### config.mk
export PLATFORM = sky130hd
export DESIGN_NAME = cam_capture_stream_flat
export DESIGN_NICKNAME = d
export VERILOG_FILES = /design/src/rtl/cam_capture_stream_if.sv /design/src/rtl/cam_capture_stream.sv /design/src/flat_wrapper.sv
export SDC_FILE = /design/constraint.sdc
export NUM_CORES = 1
export LEC_CHECK = 0
export ABC_AREA = 1
export BUFFER_PORTS_ARGS = -buffer_cell sky130_fd_sc_hd__buf_2
export CELL_PAD_IN_SITES_DETAIL_PLACEMENT = 1
export CELL_PAD_IN_SITES_GLOBAL_PLACEMENT = 2
export CORE_AREA = 2 2 232 234
export CTS_CLUSTER_DIAMETER = 200
export DETAILED_ROUTE_END_ITERATION = 10
export DIE_AREA = 0 0 234 236
export PLACE_DENSITY_LB_ADDON = 0.3
export SLEW_MARGIN = 5
export SYNTH_ARGS = -nofsm -noshare
export SYNTH_HDL_FRONTEND = slang
export SYNTH_SLANG_ARGS = --single-unit
### constraint.sdc
create_clock -name clk -period 4.7 [get_ports clk]
set_input_delay 0.94 -clock clk [delete_from_list [all_inputs] [get_ports clk]]
set_output_delay 0.94 -clock clk [all_outputs]
set_load 0.01 [all_outputs]
### src/rtl/cam_capture_stream_if.sv
// Pixel stream toward the SDRAM writer: show-ahead valid/ready channel
// carrying start-of-frame and end-of-line markers alongside each pixel.
interface cam_capture_stream_if #(
    parameter int PIX_W = 16
) ();
    logic             out_valid;
    logic             out_ready;
    logic [PIX_W-1:0] out_data;
    logic             out_sof;
    logic             out_eol;

    modport master (
        output out_valid,
        output out_data,
        output out_sof,
        output out_eol,
        input  out_ready
    );

    modport slave (
        input  out_valid,
        input  out_data,
        input  out_sof,
        input  out_eol,
        output out_ready
    );
endinterface

### src/rtl/cam_capture_stream.sv
// cam_capture_stream: oversamples the free-running camera bus in the system
// clock domain, assembles multi-beat pixels, applies a per-frame crop window
// and frame decimation, and buffers kept pixels in a show-ahead FIFO.
module cam_capture_stream #(
    parameter int DB_WIDTH         = 8,
    parameter int BYTES_PER_PIX    = 2,
    parameter int CNT_WIDTH        = 11,
    parameter int DECIM_WIDTH      = 4,
    parameter int FIFO_DEPTH_WIDTH = 4
) (
    input  logic                   clk,
    input  logic                   rst_n,
    input  logic                   cmos_pclk,
    input  logic                   cmos_href,
    input  logic                   cmos_vsync,
    input  logic [DB_WIDTH-1:0]    cmos_db,
    input  logic                   cfg_en,
    input  logic [CNT_WIDTH-1:0]   cfg_x_start,
    input  logic [CNT_WIDTH-1:0]   cfg_x_end,
    input  logic [CNT_WIDTH-1:0]   cfg_y_start,
    input  logic [CNT_WIDTH-1:0]   cfg_y_end,
    input  logic [DECIM_WIDTH-1:0] cfg_decim,
    input  logic                   ovf_clr,
    cam_capture_stream_if.master   strm,
    output logic                   overflow,
    output logic [15:0]            frame_count,
    output logic                   busy
);
    localparam int PIX_W  = DB_WIDTH * BYTES_PER_PIX;
    localparam int BEAT_W = (BYTES_PER_PIX > 1) ? $clog2(BYTES_PER_PIX) : 1;
    localparam int DEPTH  = 1 << FIFO_DEPTH_WIDTH;
    localparam logic [BEAT_W-1:0]         LAST_BEAT = BEAT_W'(BYTES_PER_PIX - 1);
    localparam logic [CNT_WIDTH-1:0]      CNT_MAX   = {CNT_WIDTH{1'b1}};
    localparam logic [FIFO_DEPTH_WIDTH:0] FULL_CNT  = {1'b1, {FIFO_DEPTH_WIDTH{1'b0}}};

    typedef enum logic [1:0] {
        ST_IDLE    = 2'd0,
        ST_WAIT_VS = 2'd1,
        ST_ACTIVE  = 2'd2,
        ST_SKIP    = 2'd3
    } state_t;

    // synchronisers and edge history
    logic [2:0]          pclk_sync_r;
    logic [1:0]          href_sync_r;
    logic [1:0]          vs_sync_r;
    logic [DB_WIDTH-1:0] db_meta_r;
    logic [DB_WIDTH-1:0] db_sync_r;
    logic                href_prev_r;
    logic                vs_prev_r;

    // frame control and per-frame shadow configuration
    state_t                 state_r;
    state_t                 state_n;
    logic [CNT_WIDTH-1:0]   x_start_r;
    logic [CNT_WIDTH-1:0]   x_end_r;
    logic [CNT_WIDTH-1:0]   y_start_r;
    logic [CNT_WIDTH-1:0]   y_end_r;
    logic [DECIM_WIDTH-1:0] decim_cnt_r;

    // pixel assembly
    logic [CNT_WIDTH-1:0] x_r;
    logic [CNT_WIDTH-1:0] y_r;
    logic [BEAT_W-1:0]    beat_r;
    logic [PIX_W-1:0]     pix_r;
    logic                 sof_pend_r;

    // FIFO, entry = {sof, eol, pixel}
    logic [PIX_W+1:0]            mem_r [DEPTH];
    logic [FIFO_DEPTH_WIDTH-1:0] wr_ptr_r;
    logic [FIFO_DEPTH_WIDTH-1:0] rd_ptr_r;
    logic [FIFO_DEPTH_WIDTH:0]   count_r;

    // status
    logic        overflow_r;
    logic [15:0] frame_count_r;
    logic        busy_r;

    // decoded strobes
    logic             pclk_rise_s;
    logic             href_fall_s;
    logic             vs_fall_s;
    logic             vs_rise_s;
    logic             frame_start_s;
    logic             in_frame_s;
    logic             beat_en_s;
    logic             pix_done_s;
    logic             in_win_s;
    logic             keep_s;
    logic             full_s;
    logic             wr_s;
    logic             rd_s;
    logic             eol_s;
    logic [PIX_W-1:0] pix_s;
    logic [PIX_W+1:0] head_s;

    assign pclk_rise_s   = pclk_sync_r[1] & ~pclk_sync_r[2];
    assign href_fall_s   = href_prev_r & ~href_sync_r[1];
    assign vs_fall_s     = vs_prev_r & ~vs_sync_r[1];
    assign vs_rise_s     = ~vs_prev_r & vs_sync_r[1];
    assign frame_start_s = (state_r == ST_WAIT_VS) && cfg_en && vs_fall_s;
    assign in_frame_s    = (state_r == ST_ACTIVE) || (state_r == ST_SKIP);
    assign beat_en_s     = in_frame_s && pclk_rise_s && href_sync_r[1];
    assign pix_done_s    = beat_en_s && (beat_r == LAST_BEAT);
    assign in_win_s      = (x_r >= x_start_r) && (x_r <= x_end_r) &&
                           (y_r >= y_start_r) && (y_r <= y_end_r);
    assign keep_s        = (state_r == ST_ACTIVE) && pix_done_s && in_win_s;
    assign eol_s         = (x_r == x_end_r);
    // full is judged on the registered count, so a same-cycle read cannot rescue a write
    assign full_s        = (count_r == FULL_CNT);
    assign wr_s          = keep_s && !full_s;
    assign rd_s          = (count_r != FULL_CNT - FULL_CNT) && strm.out_ready;

    assign overflow    = overflow_r;
    assign frame_count = frame_count_r;
    assign busy        = busy_r;

    // Resample the asynchronous camera bus; pclk gets an extra stage for edge detection
    always_ff @(posedge clk or negedge rst_n) begin
        if (!rst_n) begin
            pclk_sync_r <= 3'b000;
            href_sync_r <= 2'b00;
            vs_sync_r   <= 2'b00;
            db_meta_r   <= {DB_WIDTH{1'b0}};
            db_sync_r   <= {DB_WIDTH{1'b0}};
            href_prev_r <= 1'b0;
            vs_prev_r   <= 1'b0;
        end else begin
            pclk_sync_r <= {pclk_sync_r[1:0], cmos_pclk};
            href_sync_r <= {href_sync_r[0], cmos_href};
            vs_sync_r   <= {vs_sync_r[0], cmos_vsync};
            db_meta_r   <= cmos_db;
            db_sync_r   <= db_meta_r;
            href_prev_r <= href_sync_r[1];
            vs_prev_r   <= vs_sync_r[1];
        end
    end

    // Frame state sequencing: frames start on vsync fall, end on vsync rise
    always_comb begin
        state_n = state_r;
        case (state_r)
            ST_IDLE: begin
                if (cfg_en) state_n = ST_WAIT_VS;
                else        state_n = ST_IDLE;
            end
            ST_WAIT_VS: begin
                if (!cfg_en)        state_n = ST_IDLE;
                else if (vs_fall_s) state_n = (decim_cnt_r == {DECIM_WIDTH{1'b0}}) ? ST_ACTIVE : ST_SKIP;
                else                state_n = ST_WAIT_VS;
            end
            ST_ACTIVE, ST_SKIP: begin
                if (vs_rise_s) state_n = cfg_en ? ST_WAIT_VS : ST_IDLE;
                else           state_n = state_r;
            end
            default: state_n = ST_IDLE;
        endcase
    end

    // State register with busy decoded from the next state so it tracks state exactly
    always_ff @(posedge clk or negedge rst_n) begin
        if (!rst_n) begin
            state_r <= ST_IDLE;
            busy_r  <= 1'b0;
        end else begin
            state_r <= state_n;
            busy_r  <= (state_n != ST_IDLE);
        end
    end

    // Shadow config, decimation, column/row/beat counters and beat assembly
    always_ff @(posedge clk or negedge rst_n) begin
        if (!rst_n) begin
            x_start_r   <= {CNT_WIDTH{1'b0}};
            x_end_r     <= {CNT_WIDTH{1'b0}};
            y_start_r   <= {CNT_WIDTH{1'b0}};
            y_end_r     <= {CNT_WIDTH{1'b0}};
            decim_cnt_r <= {DECIM_WIDTH{1'b0}};
            x_r         <= {CNT_WIDTH{1'b0}};
            y_r         <= {CNT_WIDTH{1'b0}};
            beat_r      <= {BEAT_W{1'b0}};
            pix_r       <= {PIX_W{1'b0}};
            sof_pend_r  <= 1'b0;
        end else if (frame_start_s) begin
            x_start_r   <= cfg_x_start;
            x_end_r     <= cfg_x_end;
            y_start_r   <= cfg_y_start;
            y_end_r     <= cfg_y_end;
            decim_cnt_r <= (decim_cnt_r == {DECIM_WIDTH{1'b0}}) ? cfg_decim : decim_cnt_r - 1'b1;
            x_r         <= {CNT_WIDTH{1'b0}};
            y_r         <= {CNT_WIDTH{1'b0}};
            beat_r      <= {BEAT_W{1'b0}};
            sof_pend_r  <= 1'b1;
        end else if (state_r == ST_IDLE) begin
            // the first frame after enable is always kept
            decim_cnt_r <= {DECIM_WIDTH{1'b0}};
        end else if (in_frame_s) begin
            if (href_fall_s) begin
                // end of line: any partial pixel is abandoned
                x_r    <= {CNT_WIDTH{1'b0}};
                beat_r <= {BEAT_W{1'b0}};
                if (y_r != CNT_MAX) y_r <= y_r + 1'b1;
            end else if (beat_en_s) begin
                for (int b = 0; b < BYTES_PER_PIX; b++) begin
                    if (beat_r == BEAT_W'(BYTES_PER_PIX - 1 - b))
                        pix_r[b*DB_WIDTH +: DB_WIDTH] <= db_sync_r;
                end
                if (beat_r == LAST_BEAT) begin
                    beat_r <= {BEAT_W{1'b0}};
                    if (x_r != CNT_MAX) x_r <= x_r + 1'b1;
                end else begin
                    beat_r <= beat_r + 1'b1;
                end
            end
            // sof belongs to the first kept pixel even if that pixel is dropped
            if (keep_s) sof_pend_r <= 1'b0;
        end
    end

    // Completed pixel: earlier beats from the assembly register, last beat straight from the bus
    always_comb begin
        pix_s                 = pix_r;
        pix_s[DB_WIDTH-1:0]   = db_sync_r;
    end

    // FIFO storage, written only when a kept pixel finds room
    always_ff @(posedge clk) begin
        if (wr_s) mem_r[wr_ptr_r] <= {sof_pend_r, eol_s, pix_s};
    end

    // FIFO pointers and occupancy
    always_ff @(posedge clk or negedge rst_n) begin
        if (!rst_n) begin
            wr_ptr_r <= {FIFO_DEPTH_WIDTH{1'b0}};
            rd_ptr_r <= {FIFO_DEPTH_WIDTH{1'b0}};
            count_r  <= {(FIFO_DEPTH_WIDTH + 1){1'b0}};
        end else begin
            if (wr_s) wr_ptr_r <= wr_ptr_r + 1'b1;
            if (rd_s) rd_ptr_r <= rd_ptr_r + 1'b1;
            case ({wr_s, rd_s})
                2'b10:   count_r <= count_r + 1'b1;
                2'b01:   count_r <= count_r - 1'b1;
                default: count_r <= count_r;
            endcase
        end
    end

    // Show-ahead head of FIFO, forced to zero while empty
    always_comb begin
        head_s = mem_r[rd_ptr_r];
        if (count_r != {(FIFO_DEPTH_WIDTH + 1){1'b0}}) begin
            strm.out_valid = 1'b1;
            strm.out_data  = head_s[PIX_W-1:0];
            strm.out_eol   = head_s[PIX_W];
            strm.out_sof   = head_s[PIX_W+1];
        end else begin
            strm.out_valid = 1'b0;
            strm.out_data  = {PIX_W{1'b0}};
            strm.out_eol   = 1'b0;
            strm.out_sof   = 1'b0;
        end
    end

    // Sticky overflow (a new drop beats a clear) and completed kept-frame counter
    always_ff @(posedge clk or negedge rst_n) begin
        if (!rst_n) begin
            overflow_r    <= 1'b0;
            frame_count_r <= 16'd0;
        end else begin
            if (keep_s && full_s) overflow_r <= 1'b1;
            else if (ovf_clr)     overflow_r <= 1'b0;
            if ((state_r == ST_ACTIVE) && vs_rise_s) frame_count_r <= frame_count_r + 16'd1;
        end
    end

endmodule

### src/flat_wrapper.sv
// flat-port wrapper written by rule: the top's interface ports become plain ports
module cam_capture_stream_flat 
#(
    parameter int DB_WIDTH         = 8,
    parameter int BYTES_PER_PIX    = 2,
    parameter int CNT_WIDTH        = 11,
    parameter int DECIM_WIDTH      = 4,
    parameter int FIFO_DEPTH_WIDTH = 4
)
  (clk, rst_n, cmos_pclk, cmos_href, cmos_vsync, cmos_db, cfg_en, cfg_x_start, cfg_x_end, cfg_y_start, cfg_y_end, cfg_decim, ovf_clr, overflow, frame_count, busy, strm_out_valid, strm_out_data, strm_out_sof, strm_out_eol, strm_out_ready);
  cam_capture_stream_if #(.PIX_W(16)) strm_i ();
  input  logic clk;
  input  logic rst_n;
  input  logic cmos_pclk;
  input  logic cmos_href;
  input  logic cmos_vsync;
  input  logic [DB_WIDTH-1:0] cmos_db;
  input  logic cfg_en;
  input  logic [CNT_WIDTH-1:0] cfg_x_start;
  input  logic [CNT_WIDTH-1:0] cfg_x_end;
  input  logic [CNT_WIDTH-1:0] cfg_y_start;
  input  logic [CNT_WIDTH-1:0] cfg_y_end;
  input  logic [DECIM_WIDTH-1:0] cfg_decim;
  input  logic ovf_clr;
  output logic overflow;
  output logic [15:0] frame_count;
  output logic busy;
  output wire logic [$bits(strm_i.out_valid)-1:0] strm_out_valid;
  output wire logic [$bits(strm_i.out_data)-1:0] strm_out_data;
  output wire logic [$bits(strm_i.out_sof)-1:0] strm_out_sof;
  output wire logic [$bits(strm_i.out_eol)-1:0] strm_out_eol;
  input wire logic [$bits(strm_i.out_ready)-1:0] strm_out_ready;
  assign strm_out_valid = strm_i.out_valid;
  assign strm_out_data = strm_i.out_data;
  assign strm_out_sof = strm_i.out_sof;
  assign strm_out_eol = strm_i.out_eol;
  assign strm_i.out_ready = strm_out_ready;
  cam_capture_stream #(.DB_WIDTH(DB_WIDTH), .BYTES_PER_PIX(BYTES_PER_PIX), .CNT_WIDTH(CNT_WIDTH), .DECIM_WIDTH(DECIM_WIDTH), .FIFO_DEPTH_WIDTH(FIFO_DEPTH_WIDTH)) u_core (.clk(clk), .rst_n(rst_n), .cmos_pclk(cmos_pclk), .cmos_href(cmos_href), .cmos_vsync(cmos_vsync), .cmos_db(cmos_db), .cfg_en(cfg_en), .cfg_x_start(cfg_x_start), .cfg_x_end(cfg_x_end), .cfg_y_start(cfg_y_start), .cfg_y_end(cfg_y_end), .cfg_decim(cfg_decim), .ovf_clr(ovf_clr), .strm(strm_i), .overflow(overflow), .frame_count(frame_count), .busy(busy));
endmodule
# [After elaboration in Yosys (flattened, before gate mapping)]
# Memories as Yosys holds them, arrays and structs flattened.
# Index checks and enable logic that the tools add are counted.
[op_classes] eq_ne=10 div_mod_pow=0 shifts=0 reduce_logical=36 add_sub_neg=9 magnitude_cmp=4 mul=0 bitwise=12 mux=40
[ops] op="$mux W11" count=12
[ops] op="$add A11 B1 Y11 const B" count=2
[ops] op="$ge A11 B11 Y1" count=2
[ops] op="$le A11 B11 Y1" count=2
[ops] op="$ne A11 B11 Y1 const B" count=2
[ops] op="$mux W1" count=19
[ops] op="$add A16 B1 Y16 const B" count=1
[ops] op="$mux W16" count=1
[ops] op="$reduce_bool A2 Y1" count=8
[ops] op="$logic_and A1 B1 Y1" count=14
[ops] op="$mux W4" count=3
[ops] op="$eq A11 B11 Y1" count=1
[ops] op="$pmux W5 S2" count=1
[ops] op="$reduce_bool A3 Y1" count=3
[ops] op="$add A4 B1 Y4 const B" count=2
[ops] op="$not A1 Y1" count=8
[ops] op="$eq A2 B2 Y1 const B" count=3
[ops] op="$mux W2" count=3
[ops] op="$pmux W2 S3" count=1
[ops] op="$reduce_and A3 Y1" count=2
[ops] op="$reduce_and A6 Y1" count=1
[ops] op="$add A5 B1 Y5 const B" count=1
[ops] op="$eq A5 B5 Y1 const B" count=1
[ops] op="$reduce_and A5 Y1" count=1
[ops] op="13 further kinds" count=17
[word_totals] wordCells=136 mem_bits_rw=288 rom_bits=0 ff_bits=138 input_bits=64 latchBits=0 n_memories=1 output_inout_bits=37
[memory_table] memory="u_core.mem_r" depth=16 word_bits=18 rd=1 rd_ports_with_merged_regs=0 write_ports=1 line="cam_capture_stream.sv:69" rtl="logic [PIX_W+1:0] mem_r [DEPTH];"

# [Longest topological paths before layout]
# Gate-level depths: netlist of the first run.
[logic_depth] ltp_word=11 mapped_depth=21 ltp_nobuf=20

# [Worst setup path after synthesis of the first run]
# Ideal clock, no wire load.
[synth_path] path_kind="register to register" startpoint="register u_core.y_r[10]" endpoint="memory u_core.mem_r[10][0] (netlist bit) (enable)" n_path_buf=1 setup_time_ps=416 setup_slack_ps=1365 arrival_time_ps=2919 synth_period_minus_slack_ps=3335 required_ps=4284 path_stages_with_launch=12 path_cell_list="dfrtp_1 -> ha_1 -> nand2_1 -> nor2_1 -> and2_1 -> nand4_1 -> nand2_1 -> nand2_1 -> nor2_4 -> nand2_4 -> buf_6 -> nor3_1"
[synth_between] elab_chain_len=7 word_cells_on_any_way=8 cone_classes="order compare (2); mux (2); reduce/logical (4)"
[synth_lines] item="from (decl)" line="cam_capture_stream.sv:63" rtl="logic [CNT_WIDTH-1:0] y_r;"
[synth_lines] item="from (signal assigned)" line="cam_capture_stream.sv:180" rtl="y_r <= {CNT_WIDTH{1'b0}};"
[synth_lines] item="from (signal assigned)" line="cam_capture_stream.sv:191" rtl="y_r <= {CNT_WIDTH{1'b0}};"
[synth_lines] item="from (signal assigned)" line="cam_capture_stream.sv:202" rtl="if (y_r != CNT_MAX) y_r <= y_r + 1'b1;"
[synth_lines] item="$ge A11 B11 Y1" line="cam_capture_stream.sv:106" rtl="(y_r >= y_start_r) && (y_r <= y_end_r);"
[synth_lines] item="$logic_and A1 B1 Y1" line="cam_capture_stream.sv:105" rtl="assign in_win_s = (x_r >= x_start_r) && (x_r <= x_end_r) &&"
[synth_lines] item="$logic_and A1 B1 Y1 *" line="cam_capture_stream.sv:106"
[synth_lines] item="$logic_and A1 B1 Y1 *" line="cam_capture_stream.sv:107" rtl="assign keep_s = (state_r == ST_ACTIVE) && pix_done_s && in_win_s;"
[synth_lines] item="$logic_and A1 B1 Y1 *" line="cam_capture_stream.sv:111" rtl="assign wr_s = keep_s && !full_s;"
[synth_lines] item="$mux W1 *" line="cam_capture_stream.sv:228" rtl="if (wr_s) mem_r[wr_ptr_r] <= {sof_pend_r, eol_s, pix_s};"
[synth_lines] item="$mux W1 (not written as such) *" line="cam_capture_stream.sv:228"
[synth_lines] item="to (decl)" line="cam_capture_stream.sv:69"
# Mark *: on every way between the ends. The rest lies on a longest branch, timed or not.

# [Worst setup path in the final report of the first run]
[layout_path] startpoint="register u_core.rd_ptr_r[0]" endpoint="output strm_out_data[0]"
[layout_between] elab_chain_len=2
[layout_lines] item="from (decl)" line="cam_capture_stream.sv:71" rtl="logic [FIFO_DEPTH_WIDTH-1:0] rd_ptr_r;"
[layout_lines] item="from (signal assigned)" line="cam_capture_stream.sv:235" rtl="rd_ptr_r <= {FIFO_DEPTH_WIDTH{1'b0}};"
[layout_lines] item="from (signal assigned)" line="cam_capture_stream.sv:239" rtl="if (rd_s) rd_ptr_r <= rd_ptr_r + 1'b1;"
[layout_lines] item="$mem_v2 Z16 W18"
[layout_lines] item="$mux W16" line="cam_capture_stream.sv:251" rtl="if (count_r != {(FIFO_DEPTH_WIDTH + 1){1'b0}}) begin"
[layout_lines] item="to (decl)" line="flat_wrapper.sv:29" rtl="output wire logic [$bits(strm_i.out_data)-1:0] strm_out_data;"
# No other way between the ends.

==> key figures, run 1 <==
Power
  – Int Power: 7950 uW
  – Comb power frac: 0.312
  – Leakage power: slightly above 0.008 uW
  – Max rail drop VDD: 0.319 mV
  – P_sw: between 4000 and 5000 uW
  – Clock power frac: 0.293
  – Seq pwr share: 0.395
  – Pwr per Cell Area: 592 nW/um2
  – Switch share: 0.366

Route
  – DRC: 0
  – Wire per inst: 20.6 um
  – Final WL: about 50 mm
  – ANT nets after route: 0
  – Iter 0 DRT Violations: 600
  – First-pass DRT Iterations: 4
  – Vias per cell: 5.14
  – Routed vias: 12500

STA
  – RSZ-0062 raised after global routing: false
  – Peak Freq: roughly 0.25 GHz
  – Fin crit share: 0.851
  – Final TNS setup: 0 ps
  – Setup Skew: roughly 25 ps
  – Final setup viols: 0
  – Final hold violations: 0
  – Min Tclk post-route: 4000 ps
  – Pins over their slew limit: 0
  – Max transition margin: 0.335
  – Tightest Pin Transition: 996 ps

Global route
  – Vias in the first global route: 13100
  – Routing usage on met3: 0.0257
  – First-pass GRT wire length: just under 80 mm
  – Total congestion overflow: 0
  – GR Util met1: 0.257
  – Met2 usage: 0.298
  – Gr usage total: 0.184
  – Largest net degree at the start of global routing: 147
  – GRT Max-Usage Layer: met2
  – Initial antenna violation count: 1

Floorplanning
  – Row cnt: between 80 and 90
  – Die area: 55200 um2
  – Die width: 234 um
  – Core Region: roughly 53000 um2
  – Io pins: between 100 and 150
  – Die height: 236 um
  – Initial Util: 0.343

Layout
  – Ratio of cells with drive above 1 in the final layout: 0.153
  – Layout area overhead: 16.4%
  – Commonest non-fill, non-tap cell in the layout: edfxtp_1
  – Nets@finish: 1810
  – Layout Cells excl Fill: 2422
  – Commonest cells after routing, fill and taps aside: edfxtp_1, o21ai_0, nor2_1

CTS
  – Latest clock arrival within the worst-skew pair: about 600 ps
  – CTS tree: yes
  – CTS Buf Count: 47
  – Buffers from clock root to sink, at most: 3
  – CTS resizes: 0
  – Clk pin slew, worst setup/hold paths: 60 ps
  – CTS HTree Levels: 2
  – Setup Buffers After CTS: 0
  – Root buffer cell: clkbuf_16
  – # hold bufs at CTS: 0
  – CTS Sinks: ~430

Yosys
  – Post-synthesis cell area: approximately 18000 um2
  – Synth unique cells: 44
  – Post-synthesis sequential area ratio: 0.665
  – Top cell type's share of synthesized area: 0.475
  – EDFF count, synth: 288
  – Net Count, Synth: 1704
  – Asr flop ratio synth: 0.324
  – Synth area leader: edfxtp_1
  – YS warnings: 0
  – Area contributors post-synth: edfxtp_1, dfrtp_1, o21ai_0
  – Synth Area per Inst: approximately 12 um2
  – Post-synthesis register bit count: 426
  – Ys flop type: edfxtp_1
  – Mapped Cells: 1581

Min path
  – HP Class: reg2reg

Critical path
  – Worst path required time: about 3800 ps
  – Worst-path maximum fanout: 62
  – Setup crit start kind: flip-flop
  – Kind of critical path: reg2out
  – CP endpoint kind: output port
  – Arr. time, crit path: 3060 ps
  – FF-to-FF setup slack: 1230 ps

Placement
  – Placed Instances: 2334
  – Number of port buffers: 100
  – GP Congestion: 0.752
  – Post-DP HPWL: around 30 mm

Status
  – Status: finished clean

Flow run
  – Max-Cap Viols: 0
==> kinds of logic (layout without fill, tap and decap cells) <==
kind of cell,Yosys count,in the layout,share of synthesized area
XOR/XNOR,28,28,0.0135
other,0,1,0
AO/OA/AOI/OAI,360,360,0.113
flip-flops,426,426,0.665
AND/OR/NAND/NOR,511,511,0.122
adder cells (fa/ha/maj),59,59,0.0410
multiplexers,8,8,0.00495
buffers and inverters,189,333,0.0407
==> cell usage after synthesis, drive strengths merged (2+ instances only) <==
master  count
o221ai     48
o31ai       5
nand2     180
clkbuf     55
inv       114
xor2       16
nor2      225
o22ai      25
nor3       21
mux2        8
clkinv      4
edfxtp    288
nor4        2
o21ai     227
nand4      17
ha         58
a21oi      40
a31oi       3
buf        16
a21o        4
dfrtp     138
nand3      61
o21a        6
xnor2      12
==> final cells by class <==
| type | instances | area, um2 |
|---|---|---|
| inverter | 118 | 445 |
| timing repair buffer | 128 | 779 |
| clock inverter | 29 | 295 |
| fill | 5745 | 31900 |
| antenna | 1 | 2.50 |
| multi-input combinational | 966 | 5440 |
| clock buffer | 58 | 1250 |
| sequential | 426 | 12100 |
| tap | 696 | 871 |
==> stage by stage <==
step	hold slack, ps	instance area, um2	util	total power, uW	setup WS (ps)
after floorplan	331	18200	-	7440	1360
final	347	21200	0.399	12500	700
after global routing	358	21200	0.399	13400	548
after CTS	349	21200	0.399	12700	644
after global placement	334	19600	0.370	8860	1250
after detailed placement	336	19600	0.370	9000	1200
==> metal layers <==
layer  vias up  wire length [um]
met2       248             23700
li1       5802                 -
met5         -                 0
met4         0              1110
met1      6342             23200
met3        61              1990
==> path summary, 6_finish.rpt <==
kind                                      from  cells past startpoint                    end
max in group asynchronous                rst_n                      2  u_core.decim_cnt_r[0]
hold reg to reg            u_core.db_meta_r[6]                      0    u_core.db_sync_r[6]
setup reg to reg                 u_core.y_r[8]                     17      u_core.count_r[4]
min in group asynchronous                rst_n                      1  u_core.frame_count[1]
setup / recovery            u_core.rd_ptr_r[0]                      7       strm_out_data[0]
hold / removal             u_core.db_meta_r[6]                      0    u_core.db_sync_r[6]
==> critical path: stages (launching register included) <==
cell and delay (ps):
dfrtp_4 490, clkinv_2 410, buf_12 330, o21ai_0 140
o221ai_1 260, nand3_1 200, a21oi_1 400, buf_2 200
==> power by group through the flow <==
stage	combinational [uW]	clock, uW	sequential, uW
floorplan	2580	0	4860
global placement	3860	0	5000
detailed placement	3970	0	5030
CTS	4000	3790	4960
global route	4440	3940	5020
finish	3910	3680	4950
==> state kept, by name (all words and copies together) (netlist names), 11 cells and up <==
register	cells
u_core.x_end_r	11
u_core.x_r	11
u_core.y_r	11
u_core.y_start_r	11
u_core.y_end_r	11
u_core.frame_count	16
u_core.x_start_r	11
u_core.mem_r	288
No activity file was read; power rests on OpenSTA's default activity.
==> run 2, diff against run 1 <==
--- a/config.mk
+++ b/config.mk
@@ -14,6 +14,7 @@
 export DETAILED_ROUTE_END_ITERATION = 10
 export DIE_AREA = 0 0 234 236
 export PLACE_DENSITY_LB_ADDON = 0.3
+export RECOVER_POWER = 50
 export SLEW_MARGIN = 5
 export SYNTH_ARGS = -nofsm -noshare
 export SYNTH_HDL_FRONTEND = slang
==> run 2 against run 1 <==
Net effect:
- the run now ends with capacitance limit, slew limit left
- final cell count unchanged
- clock power about the same
- via count about the same
- setup slack worse by 12 ps
- first-iteration DRC count fell by 1.2%
- sequential power barely moved
- clock skew fell by 1.0 ps
==> key figures, run 2 (synthesis results as in run 1) <==
STA
  – Final setup viols: 0
  – RSZ-0062 raised after global routing: false
  – Pins over their slew limit: 120
  – Setup Skew: 23.5 ps
  – PnR worst setup slack: 687 ps
  – Final hold violations: 0
  – Tightest Pin Transition: around 2400 ps
  – Fin crit share: 0.854
  – Max transition margin: -0.594
  – Min Tclk post-route: roughly 4000 ps
  – Hold WS: 347 ps
  – Final TNS setup: 0 ps
  – Peak Freq: 0.249 GHz

Layout
  – Finished Cell Area: 21100 um2
  – Commonest non-fill, non-tap cell in the layout: edfxtp_1
  – Most flops, register: u_core.mem_r
  – Largest register FFs: 288
  – Layout area overhead: 16.2%
  – Nets@finish: between 1500 and 2000
  – Commonest cells after routing, fill and taps aside: edfxtp_1, o21ai_0, nor2_1
  – Ratio of cells with drive above 1 in the final layout: 0.147
  – Layout Cells excl Fill: around 2400

CTS
  – CTS Sinks: 426
  – CTS resizes: 0
  – # hold bufs at CTS: 0
  – CTS tree: yes
  – Latest clock arrival within the worst-skew pair: 600 ps
  – Clk pin slew, worst setup/hold paths: 60 ps
  – Setup Buffers After CTS: 0
  – Root buffer cell: clkbuf_16
  – CTS Buf Count: 47
  – CTS HTree Levels: 2
  – Buffers from clock root to sink, at most: 3

Power
  – Max rail drop VDD: 0.321 mV
  – Leakage power: 0.00820 uW
  – Seq pwr share: 0.395
  – Pwr per Cell Area: 593 nW/um2
  – Clock power frac: 0.293
  – Comb power frac: 0.312
  – P_sw: 4580 uW
  – Int Power: about 7900 uW
  – Switch share: 0.366

Route
  – First-pass DRT Iterations: 5
  – Routed vias: 12500
  – Vias per cell: around 5.1
  – ANT nets after route: 0
  – Iter 0 DRT Violations: slightly below 600
  – DRC: 0
  – Final WL: 50.0 mm
  – Wire per inst: between 20 and 25 um

Critical path
  – Worst-path maximum fanout: 62
  – Worst path required time: 3760 ps
  – Crit-path cells: clkinv_2 > buf_12 > o21ai_0 > o221ai_1 > nand3_1 > a21oi_1 > buf_2
  – FF-to-FF setup slack: 1230 ps
  – Slowest CP cell: dfrtp_4
  – CP endpoint kind: output port
  – Crit-path max cell delay: just under 500 ps
  – Kind of critical path: reg2out
  – Arr. time, crit path: 3070 ps
  – Setup crit start kind: flip-flop

Min path
  – HP Class: reg2reg

Status
  – Failing checks: capacitance limit, slew limit
  – Status: complete, but fails checks

Global route
  – First-pass GRT wire length: just under 80 mm
  – Initial antenna violation count: 3
  – Vias in the first global route: 13100
  – Total congestion overflow: 0
  – Largest net degree at the start of global routing: 147
  – Gr usage total: 0.184

Placement
  – Cell Area, Placed: 19600 um2
  – Placed Instances: 2334
  – Dpl ws: about 1200 ps
  – Number of port buffers: 100
  – GP Congestion: 0.752
  – Post-DP HPWL: about 30 mm

Floorplanning
  – Row cnt: 85
  – Initial Util: 0.343
  – Io pins: slightly above 100
  – Die width: between 200 and 250 um
  – Die area: roughly 55000 um2
  – Core Region: 53100 um2
  – Die height: 236 um

Flow run
  – Max-Cap Viols: 2
run 2: cell types whose count changed in the layout (fill, tap and decap cells not counted), moves of 2 or more:
cell and change:
nand2_1 +2, clkbuf_1 +4, inv_1 +2, buf_2 -3
inv_2 -2, buf_4 -2
run 2: final cells by class:
| type | count | area (um2) |
|---|---|---|
| Fill cell | 5748 | 31900 |
| Sequential cell | 426 | 12100 |
| Multi-Input combinational cell | 966 | 5420 |
| Clock buffer | 58 | 1250 |
| Tap cell | 696 | 871 |
| Timing Repair Buffer | 128 | 762 |
| Inverter | 118 | 445 |
| Clock inverter | 29 | 295 |
| Antenna cell | 1 | 2.50 |
run 2: final timing paths:
path,from,to,cells past startpoint
max,u_core.rd_ptr_r[0],strm_out_data[0],7
min,u_core.db_meta_r[6],u_core.db_sync_r[6],0
max reg2reg,u_core.y_r[8],u_core.count_r[4],17
min reg2reg,u_core.db_meta_r[6],u_core.db_sync_r[6],0
max in group asynchronous,rst_n,u_core.rd_ptr_r[0],2
min in group asynchronous,rst_n,u_core.frame_count[1],1
run 2: metrics by stage:
step,util,total power (uW)
3_3_place_gp,0.370,8860
2_1_floorplan,-,7440
6_report,0.398,12500
5_1_grt,0.398,13400
3_5_place_dp,0.370,9000
4_1_cts,0.399,12700
run 2: per-layer routing:
layer	up-vias	GRT usage	wire length, um
met4	0	0.0541	1110
met5	-	0	0
met1	6335	0.257	23200
li1	5805	-	-
met2	264	0.298	23700
met3	61	0.0257	2030
run 2: power groups by stage:
stage / registers (uW) / logic [uW] / clock network (uW)
after floorplan: 4860 / 2580 / 0
after global placement: 5000 / 3860 / 0
after detailed placement: 5030 / 3970 / 0
after CTS: 4960 / 4000 / 3790
after global routing: 5020 / 4440 / 3940
final: 4950 / 3900 / 3680
run 2: critical path, delay by kind of cell (launching register included):
family / cells / cell delay (ps)
buffers and inverters: 3 / 950
AO/OA/AOI/OAI: 3 / 800
flip-flops: 1 / 490
AND/OR/NAND/NOR: 1 / 200
